$ cat src/rtl/tpu_pkg.sv
// Shared TinyTPU definitions: default datapath widths and the control bundle
// that travels alongside each operand beat through the MAC pipeline.
package tpu_pkg;

    localparam int D_W_DEF   = 16;
    localparam int ACC_W_DEF = 40;

    typedef struct packed {
        logic valid;
        logic init;
        logic last;
        logic sgn;
    } ctrl_t;

    localparam ctrl_t CTRL_IDLE = '{valid: 1'b0, init: 1'b0, last: 1'b0, sgn: 1'b0};

endpackage

$ cat src/rtl/mac_mul.sv
// Stage 1 of mac_pe: signed/unsigned D_W x D_W multiply with the stream mode
// latched on init, registered together with the beat's control bundle.
module mac_mul
    import tpu_pkg::*;
#(
    parameter int D_W = D_W_DEF
) (
    input  logic             clk,
    input  logic             rst_n,
    input  logic             in_valid,
    input  logic             init,
    input  logic             last,
    input  logic             in_signed,
    input  logic [D_W-1:0]   in_x,
    input  logic [D_W-1:0]   in_y,
    output logic [2*D_W-1:0] prod,
    output ctrl_t            ctrl
);

    logic             mode_q, mode_d;
    logic [2*D_W-1:0] prod_q, prod_d;
    ctrl_t            ctrl_q, ctrl_d;
    logic             sgn_s;
    logic [2*D_W-1:0] xe_s, ye_s;

    // Operands are widened to 2*D_W first so one unsigned multiplier yields the
    // correct low 2*D_W product bits for both modes.
    always_comb begin
        sgn_s  = init ? in_signed : mode_q;
        xe_s   = {{D_W{in_x[D_W-1] & sgn_s}}, in_x};
        ye_s   = {{D_W{in_y[D_W-1] & sgn_s}}, in_y};
        prod_d = in_valid ? (xe_s * ye_s) : prod_q;
        mode_d = (in_valid && init) ? in_signed : mode_q;
        ctrl_d = '{valid: in_valid, init: init, last: last, sgn: sgn_s};
    end

    // Stage-1 pipeline registers
    always_ff @(posedge clk or negedge rst_n) begin
        if (!rst_n) begin
            mode_q <= 1'b0;
            prod_q <= {(2*D_W){1'b0}};
            ctrl_q <= CTRL_IDLE;
        end else begin
            mode_q <= mode_d;
            prod_q <= prod_d;
            ctrl_q <= ctrl_d;
        end
    end

    assign prod = prod_q;
    assign ctrl = ctrl_q;

endmodule

$ cat src/rtl/mac_pe.sv
// TinyTPU multiply-accumulate processing element: operand/control passthrough,
// accumulate stage and result publish. Define MAC_SAT_EN for saturating accumulation.
module mac_pe
    import tpu_pkg::*;
#(
    parameter int D_W   = D_W_DEF,
    parameter int ACC_W = ACC_W_DEF
) (
    input  logic             clk,
    input  logic             rst_n,
    input  logic             in_valid,
    input  logic             init,
    input  logic             last,
    input  logic             in_signed,
    input  logic [D_W-1:0]   in_x,
    input  logic [D_W-1:0]   in_y,
    output logic [D_W-1:0]   out_x,
    output logic [D_W-1:0]   out_y,
    output logic             out_valid,
    output logic             out_init,
    output logic             out_last,
    output logic             out_signed,
    output logic [ACC_W-1:0] out_z,
    output logic             z_valid,
    output logic             ovf
);

    localparam int P_W = 2 * D_W;
    localparam logic [ACC_W-1:0] FILL = {ACC_W{1'b1}} << P_W;

    if (ACC_W < 2 * D_W) begin : g_bad_acc_w
        $error("mac_pe: ACC_W must be at least 2*D_W");
    end

    logic [D_W-1:0]   out_x_q, out_x_d, out_y_q, out_y_d;
    ctrl_t            pass_q, pass_d;
    logic [ACC_W-1:0] acc_q, acc_d, out_z_q, out_z_d;
    logic             pub_q, pub_d, z_valid_q, z_valid_d;
    logic [P_W-1:0]   prod_s;
    ctrl_t            ctrl_s;
    logic [ACC_W-1:0] ext_s, base_s, new_acc_s;

    mac_mul #(.D_W(D_W)) u_mul (
        .clk       (clk),
        .rst_n     (rst_n),
        .in_valid  (in_valid),
        .init      (init),
        .last      (last),
        .in_signed (in_signed),
        .in_x      (in_x),
        .in_y      (in_y),
        .prod      (prod_s),
        .ctrl      (ctrl_s)
    );

`ifdef MAC_SAT_EN
    localparam logic [ACC_W-1:0] MAX_S = {1'b0, {(ACC_W-1){1'b1}}};
    localparam logic [ACC_W-1:0] MIN_S = {1'b1, {(ACC_W-1){1'b0}}};
    localparam logic [ACC_W-1:0] MAX_U = {ACC_W{1'b1}};

    logic             sticky_q, sticky_d, ovf_q, ovf_d;
    logic [ACC_W:0]   sum_s;
    logic             beat_ovf_s;
    logic [ACC_W-1:0] sat_val_s;
`endif

    // Accumulate stage: extend product, add onto acc (or restart on init)
    always_comb begin
        ext_s = ACC_W'(prod_s);
        if (ctrl_s.sgn && prod_s[P_W-1]) begin
            ext_s = ext_s | FILL;
        end else begin
            ext_s = ext_s;
        end
        base_s = ctrl_s.init ? {ACC_W{1'b0}} : acc_q;
`ifdef MAC_SAT_EN
        sum_s = {1'b0, base_s} + {1'b0, ext_s};
        if (ctrl_s.sgn) begin
            beat_ovf_s = (base_s[ACC_W-1] == ext_s[ACC_W-1]) &&
                         (sum_s[ACC_W-1] != ext_s[ACC_W-1]);
            sat_val_s  = ext_s[ACC_W-1] ? MIN_S : MAX_S;
        end else begin
            beat_ovf_s = sum_s[ACC_W];
            sat_val_s  = MAX_U;
        end
        new_acc_s = beat_ovf_s ? sat_val_s : sum_s[ACC_W-1:0];
        sticky_d  = ctrl_s.valid ? ((ctrl_s.init ? 1'b0 : sticky_q) | beat_ovf_s) : sticky_q;
        ovf_d     = pub_q ? sticky_q : ovf_q;
`else
        new_acc_s = base_s + ext_s;
`endif
        acc_d     = ctrl_s.valid ? new_acc_s : acc_q;
        pub_d     = ctrl_s.valid && ctrl_s.last;
        z_valid_d = pub_q;
        out_z_d   = pub_q ? acc_q : out_z_q;
        out_x_d   = in_x;
        out_y_d   = in_y;
        pass_d    = '{valid: in_valid, init: init, last: last, sgn: in_signed};
    end

    // Passthrough, accumulator and publish registers
    always_ff @(posedge clk or negedge rst_n) begin
        if (!rst_n) begin
            out_x_q   <= {D_W{1'b0}};
            out_y_q   <= {D_W{1'b0}};
            pass_q    <= CTRL_IDLE;
            acc_q     <= {ACC_W{1'b0}};
            pub_q     <= 1'b0;
            z_valid_q <= 1'b0;
            out_z_q   <= {ACC_W{1'b0}};
`ifdef MAC_SAT_EN
            sticky_q  <= 1'b0;
            ovf_q     <= 1'b0;
`endif
        end else begin
            out_x_q   <= out_x_d;
            out_y_q   <= out_y_d;
            pass_q    <= pass_d;
            acc_q     <= acc_d;
            pub_q     <= pub_d;
            z_valid_q <= z_valid_d;
            out_z_q   <= out_z_d;
`ifdef MAC_SAT_EN
            sticky_q  <= sticky_d;
            ovf_q     <= ovf_d;
`endif
        end
    end

    assign out_x      = out_x_q;
    assign out_y      = out_y_q;
    assign out_valid  = pass_q.valid;
    assign out_init   = pass_q.init;
    assign out_last   = pass_q.last;
    assign out_signed = pass_q.sgn;
    assign out_z      = out_z_q;
    assign z_valid    = z_valid_q;
`ifdef MAC_SAT_EN
    assign ovf        = ovf_q;
`else
    assign ovf        = 1'b0;
`endif

endmodule

$ cat config.mk
export PLATFORM = sky130hd
export DESIGN_NAME = mac_pe
export DESIGN_NICKNAME = d
export VERILOG_FILES = /design/src/rtl/tpu_pkg.sv /design/src/rtl/mac_mul.sv /design/src/rtl/mac_pe.sv
export SDC_FILE = /design/constraint.sdc
export NUM_CORES = 1
export LEC_CHECK = 0
export CAP_MARGIN = 10
export CORE_ASPECT_RATIO = 0.8
export CORE_MARGIN = 10
export CORE_UTILIZATION = 40
export CTS_CLUSTER_SIZE = 25
export DETAILED_ROUTE_END_ITERATION = 10
export SLEW_MARGIN = 20
export SYNTH_ARGS = -nofsm -noshare
export SYNTH_HDL_FRONTEND = slang
export SYNTH_SLANG_ARGS = --single-unit
$ cat constraint.sdc
create_clock -name clk -period 8.5 [get_ports clk]
set_clock_uncertainty 0.2 [all_clocks]
set_input_delay 1.7 -clock clk [delete_from_list [all_inputs] [get_ports clk]]
set_output_delay 1.7 -clock clk [all_outputs]
set_load 0.1 [all_outputs]
======== Yosys cells after proc, flatten, opt, wreduce, memory -nomap -nowiden ========
Index checks and enable logic that the tools add are counted.
storage, ports and cells
  bits in registers ....................... 152
  input port bits ......................... 38
  memory bits (writable) .................. 0
  output and inout port bits .............. 78
  logic and storage cells ................. 23
  memories kept ........................... 0
  bits in read-only memories .............. 0
  latch bits .............................. 0
operators by class
  reductions and logical operators ........ 3
  add/sub/neg operators ................... 1
  $lt $le $gt $ge ......................... 0
  equal/unequal tests ..................... 0
  multiply operators ...................... 1
  bitwise operators ....................... 2
  div/mod/pow operators ................... 0
  shifts and indexed selects .............. 0
  multiplexer cells ....................... 3
operators by type and width
  kind                 number
  $mux W40             2
  $add A40 B40 Y40     1
  $mul A17 B17 Y32     1
  $logic_and A1 B1 Y1  3
  $and A1 B1 Y1        2
  $mux W1              1

======== Logic depth before layout (Yosys ltp) ========
  depth in word-level cells ............... 3
  mapped depth ............................ 26
  depth with buffers taken out ............ 25

======== Modules after synthesis ========
Synthesis repeated with hierarchy kept, for this count alone.
unflattened totals
  cell total of the unflattened synthesis .. 1842
  area, all modules ....................... 18452.7 um^2
by module, submodules not included
  module   times used  sequential area each (um^2)  cells each  area each (um^2)
  mac_mul  1           925.9                        1284        12067.8
  mac_pe   1           2952.8                       558         6384.9

======== Worst setup path after synthesis ========
Ideal clock, no wire load.
  path type ............................... input to register
  start ................................... input init
  end ..................................... register u_mul.prod_q[29] (netlist: u_mul.prod[29])
  setup time .............................. 136 ps
  slack ................................... 498 ps
  buffers on the path ..................... 1
  required time ........................... 8164 ps
  cell stages on the path ................. 26
  data arrival time ....................... 7666 ps
  cell sequence ........................... mux2_2 -> and2_1 -> clkbuf_1 -> nand2_1 -> inv_1 -> fa_1 -> fa_1 -> inv_1 -> fa_1 -> inv_1 -> fa_1 -> fa_1 -> inv_1 -> fa_1 -> inv_1 -> ha_1 -> a21o_1 -> nor3_1 -> o311ai_1 -> a31o_1 -> a21o_1 -> and2_4 -> a41o_1 -> o41ai_2 -> xor2_1 -> a21oi_1
between the ends
  cells in the longest elaborated chain, start to end .. 3
  elaborated cells on any way between the ends .. 4
  classes of those cells .................. mul (1); mux (1); bitwise (2)
ends and longest elaborated chain
  what                                     RTL line                      RTL
  start: declaration                       mac_pe.sv:12                  input logic init,
  $mux W1 (*)                              mac_mul.sv:29                 sgn_s = init ? in_signed : mode_q;
  $and A1 B1 Y1, on equally long branches  mac_mul.sv:30, mac_mul.sv:31
  $mul A17 B17 Y32 (*)                     mac_mul.sv:32                 prod_d = in_valid ? (xe_s * ye_s) : prod_q;
  end signal: assignment                   mac_mul.sv:41                 prod_q <= {(2*D_W){1'b0}};
  end signal: assignment                   mac_mul.sv:45                 prod_q <= prod_d;
  end: declaration                         mac_mul.sv:21                 logic [2*D_W-1:0] prod_q, prod_d;
Every way passes the cells marked *; elsewhere a longest branch is shown, timed or not.
A chain may end at the register's enable or synchronous reset.

======== Worst setup path after layout ========
Same ends and word-level chain as after synthesis.

==> results.json <==
{
  "synthMuxAreaShare_pct": 5.833,
  "hold_viol": 0,
  "cts_sinks": 152,
  "clock.fmax_mhz": 121.8,
  "grt_pass1_vias": 14030,
  "synth_top_area_cell": "fa_1",
  "drc": 0,
  "synth_top_area_share_pct": 31.63,
  "grt_first_pass_wirelength_um": 72460,
  "synthSimpleGateAreaFrac_pct": 13.01,
  "core_mm2": 0.04438,
  "hold_buffers": 0,
  "cp.arrival_ns": 8.31,
  "die_h_um": 209.3,
  "syn_nets": 2248,
  "start_util_pct": 40.36,
  "gr-total-overflow": 0,
  "setup_viol": 0,
  "antenna_left": 0,
  "ys.flop_type": "dfrtp_1",
  "maxCapViolCount": 0,
  "yosys-top-cells-area": "fa_1 (32%), dfrtp_1 (21%), ha_1 (8.5%)",
  "vias": 12620,
  "clkSlewWorstSetupHoldPaths_ns": 0.07,
  "drt_iter0_markers": 590,
  "worstSetupPathType": "in -> reg",
  "grt_max_degree": 86,
  "clockBufferDepth": 2,
  "tritoncts": "done",
  "clockRootBuffer": "clkbuf_16",
  "syn_avg_cell_area_um2": 9.917,
  "yosys_warnings": 0,
  "drt_pass1_iterations": 5,
  "clock_latency_ns": 0.45,
  "min_period_ns": 8.209,
  "hold_class": "reg -> reg",
  "gp_congestion": 0.8491,
  "syn-cell-area_mm2": 0.01791,
  "ys_async_sr_fraction_pct": 100.0,
  "nets": 2396,
  "finalMaxSlewViolations": 0,
  "drive_above_1_share_pct": 11.74,
  "end_kind": "register",
  "start_kind": "primary input",
  "viasPerCell": 4.909,
  "synth_top_family_by_area": "adder cells",
  "synth-adder-area-share_pct": 40.08,
  "worst_slew_pin_slew_ns": 1.059,
  "synth_compound_area_share_pct": 7.803,
  "cts_buffers": 17,
  "wire_per_inst_um": 16.36,
  "antenna_found_initial": 0,
  "dpl_cell_area_mm2": 0.02027,
  "synth_xor_area_share_pct": 3.276,
  "cp_max_fo": 4,
  "io_pins": 116,
  "ys_seq_area_share_pct": 21.24,
  "h-tree-depth": 4,
  "ys_ff_latch": 152,
  "rows": 69,
  "cp.required_ns": 8.60,
  "die_area_mm2": 0.05369,
  "rsz0062_at_grt": "false",
  "routed_wl_um": 42040,
  "io_buffers": 114,
  "grt.total_usage_pct": 16.62,
  "final_util_pct": 47.06,
  "antenna_cells": 0,
  "status": "completed",
  "synth_edf_count": 0,
  "synth_cells": 1806,
  "dpl.hpwl_um": 34500,
  "syn_to_final_growth_pct": 16.60,
  "ys_types": 65,
  "design_area_mm2": 0.02088,
  "dieWidth_um": 256.6,
  "period_share_pct": 96.57,
  "relSlewSlack_pct": 29.19,
  "holdWs_ns": 0.2738
}
-- area by class of cell --
cell class / instances / area [um2]
fillers: 4195 / 23490
flip-flops and latches: 152 / 3805
repair buffers: 196 / 1866
well taps: 603 / 754.5
multi-input cells: 1239 / 12570
clock inverters: 15 / 157.7
clock buffers: 17 / 425.4
inverters: 348 / 1306
-- synthesized netlist by cell type (3+ instances only) --
| cell | n |
|---|---|
| or2_2 | 8 |
| xor2_1 | 19 |
| nor2_1 | 48 |
| fa_1 | 283 |
| or3_1 | 3 |
| nand2_1 | 188 |
| o21ai_0 | 31 |
| and2_1 | 118 |
| a21o_1 | 32 |
| nand4_1 | 7 |
| a31oi_1 | 5 |
| ha_1 | 121 |
| nor2b_1 | 41 |
| nand2b_1 | 6 |
| nor3_1 | 11 |
| dfrtp_1 | 152 |
| and3_1 | 12 |
| o21bai_1 | 11 |
| o211ai_1 | 4 |
| nand3_1 | 19 |
| inv_1 | 348 |
| buf_2 | 3 |
| clkbuf_1 | 58 |
| mux2_2 | 91 |
| xnor2_1 | 48 |
| buf_1 | 5 |
| a21oi_1 | 61 |
| o21ai_1 | 6 |
| a211o_1 | 4 |
| o21a_1 | 14 |
| a211oi_1 | 4 |
-- metrics by stage --
| step | instances | worst slack [ns] | TNS [ns] |
|---|---|---|---|
| floorplan | 1806 | 0.4985 | 0 |
| global placement | 2538 | -0.08563 | -0.1734 |
| detailed placement | 2538 | -0.1918 | -0.4790 |
| CTS | 2570 | 0.2781 | 0 |
| global route | 2570 | 0.02578 | 0 |
| finish | 2570 | 0.2912 | 0 |
-- sequential cells by signal (all words and copies together), names as in the netlist --
register / flops
acc_q: 40
out_x: 16
u_mul.mode_q: 1
out_z: 40
out_signed: 1
u_mul.ctrl: 4
pub_q: 1
out_y: 16
u_mul.prod: 32
z_valid: 1
-- cell usage in the layout, fill, tap and decap left out, types with 3 or more instances in the layout --
cell	Yosys	routed
buf_12	0	9
nand4_1	7	7
a211oi_1	4	4
nand2b_1	6	6
o21ai_0	31	31
o21a_1	14	14
clkbuf_16	0	17
xor2_1	19	19
and3_1	12	12
clkinvlp_4	0	3
clkdlybuf4s50_1	0	112
inv_8	0	6
dfrtp_1	152	151
fa_1	283	283
nand2_1	188	188
or3_1	3	3
inv_6	0	3
and2_1	118	118
a211o_1	4	4
nor2b_1	41	41
o21ai_1	6	6
o211ai_1	4	4
nor2_1	48	48
a21o_1	32	32
a21oi_1	61	61
xnor2_1	48	48
nand3_1	19	19
buf_4	1	73
o21bai_1	11	11
ha_1	121	121
nor3_1	11	10
inv_1	348	348
or2_2	8	8
mux2_2	91	90
a31oi_1	5	5
-- routing by layer --
layer | vias to the layer above | part of all wire (%) | GRT usage, %
li1 | 5918 | - | -
met1 | 6501 | 47 | 21.94
met2 | 167 | 48 | 28.16
met3 | 29 | 3.5 | 3.141
met4 | 0 | 1.1 | 3.239
met5 | - | 0 | 0
-- final timing paths --
check,startpoint,to,slack (ns),cells after the start
min,u_mul.ctrl[1]$_DFF_PN0_,pub_q$_DFF_PN0_,0.27,1
max in group asynchronous,rst_n,pub_q$_DFF_PN0_,5.52,2
min in group asynchronous,rst_n,out_y[5]$_DFF_PN0_,1.10,1
max reg2reg,u_mul.mode_q$_DFFE_PN0P_,u_mul.prod[29]$_DFFE_PN0P_,1.69,25
max,init,u_mul.prod[29]$_DFFE_PN0P_,0.29,26
min reg2reg,u_mul.ctrl[1]$_DFF_PN0_,pub_q$_DFF_PN0_,0.27,1
-- repair_timing --
action / in CTS / in global routing
endpoints found under the setup margin: 0 / 1
gates resized for setup: 0 / 4
setup buffers: 0 / 0
-- critical path: stages --
cell and delay, ns:
clkdlybuf4s50_1 0.50, mux2_4 0.35, and2_1 0.18, nand2_1 0.08
inv_1 0.06, fa_1 0.47, fa_1 0.54, inv_1 0.05
fa_1 0.50, inv_1 0.05, fa_1 0.48, fa_1 0.50
inv_1 0.05, fa_1 0.47, inv_1 0.04, ha_1 0.28
a21o_1 0.19, nor3_2 0.19, o311ai_2 0.16, a31o_1 0.24
a21o_1 0.18, and2_4 0.16, a41o_4 0.30, o41ai_2 0.32
xor2_1 0.17, a21oi_1 0.08
-- cell families after synthesis --
family / count (synthesis)
muxes: 93
buffers and inverters: 415
and+or+nand+nor: 470
other: 1
xor gates and xnor gates: 67
AOI/OAI and AO/OA: 204
adders and majority gates: 404
DFF: 152
Power is left out: the tool's default activity adds up to more than one toggle a clock period on the data nets, which glitch-free logic cannot reach.
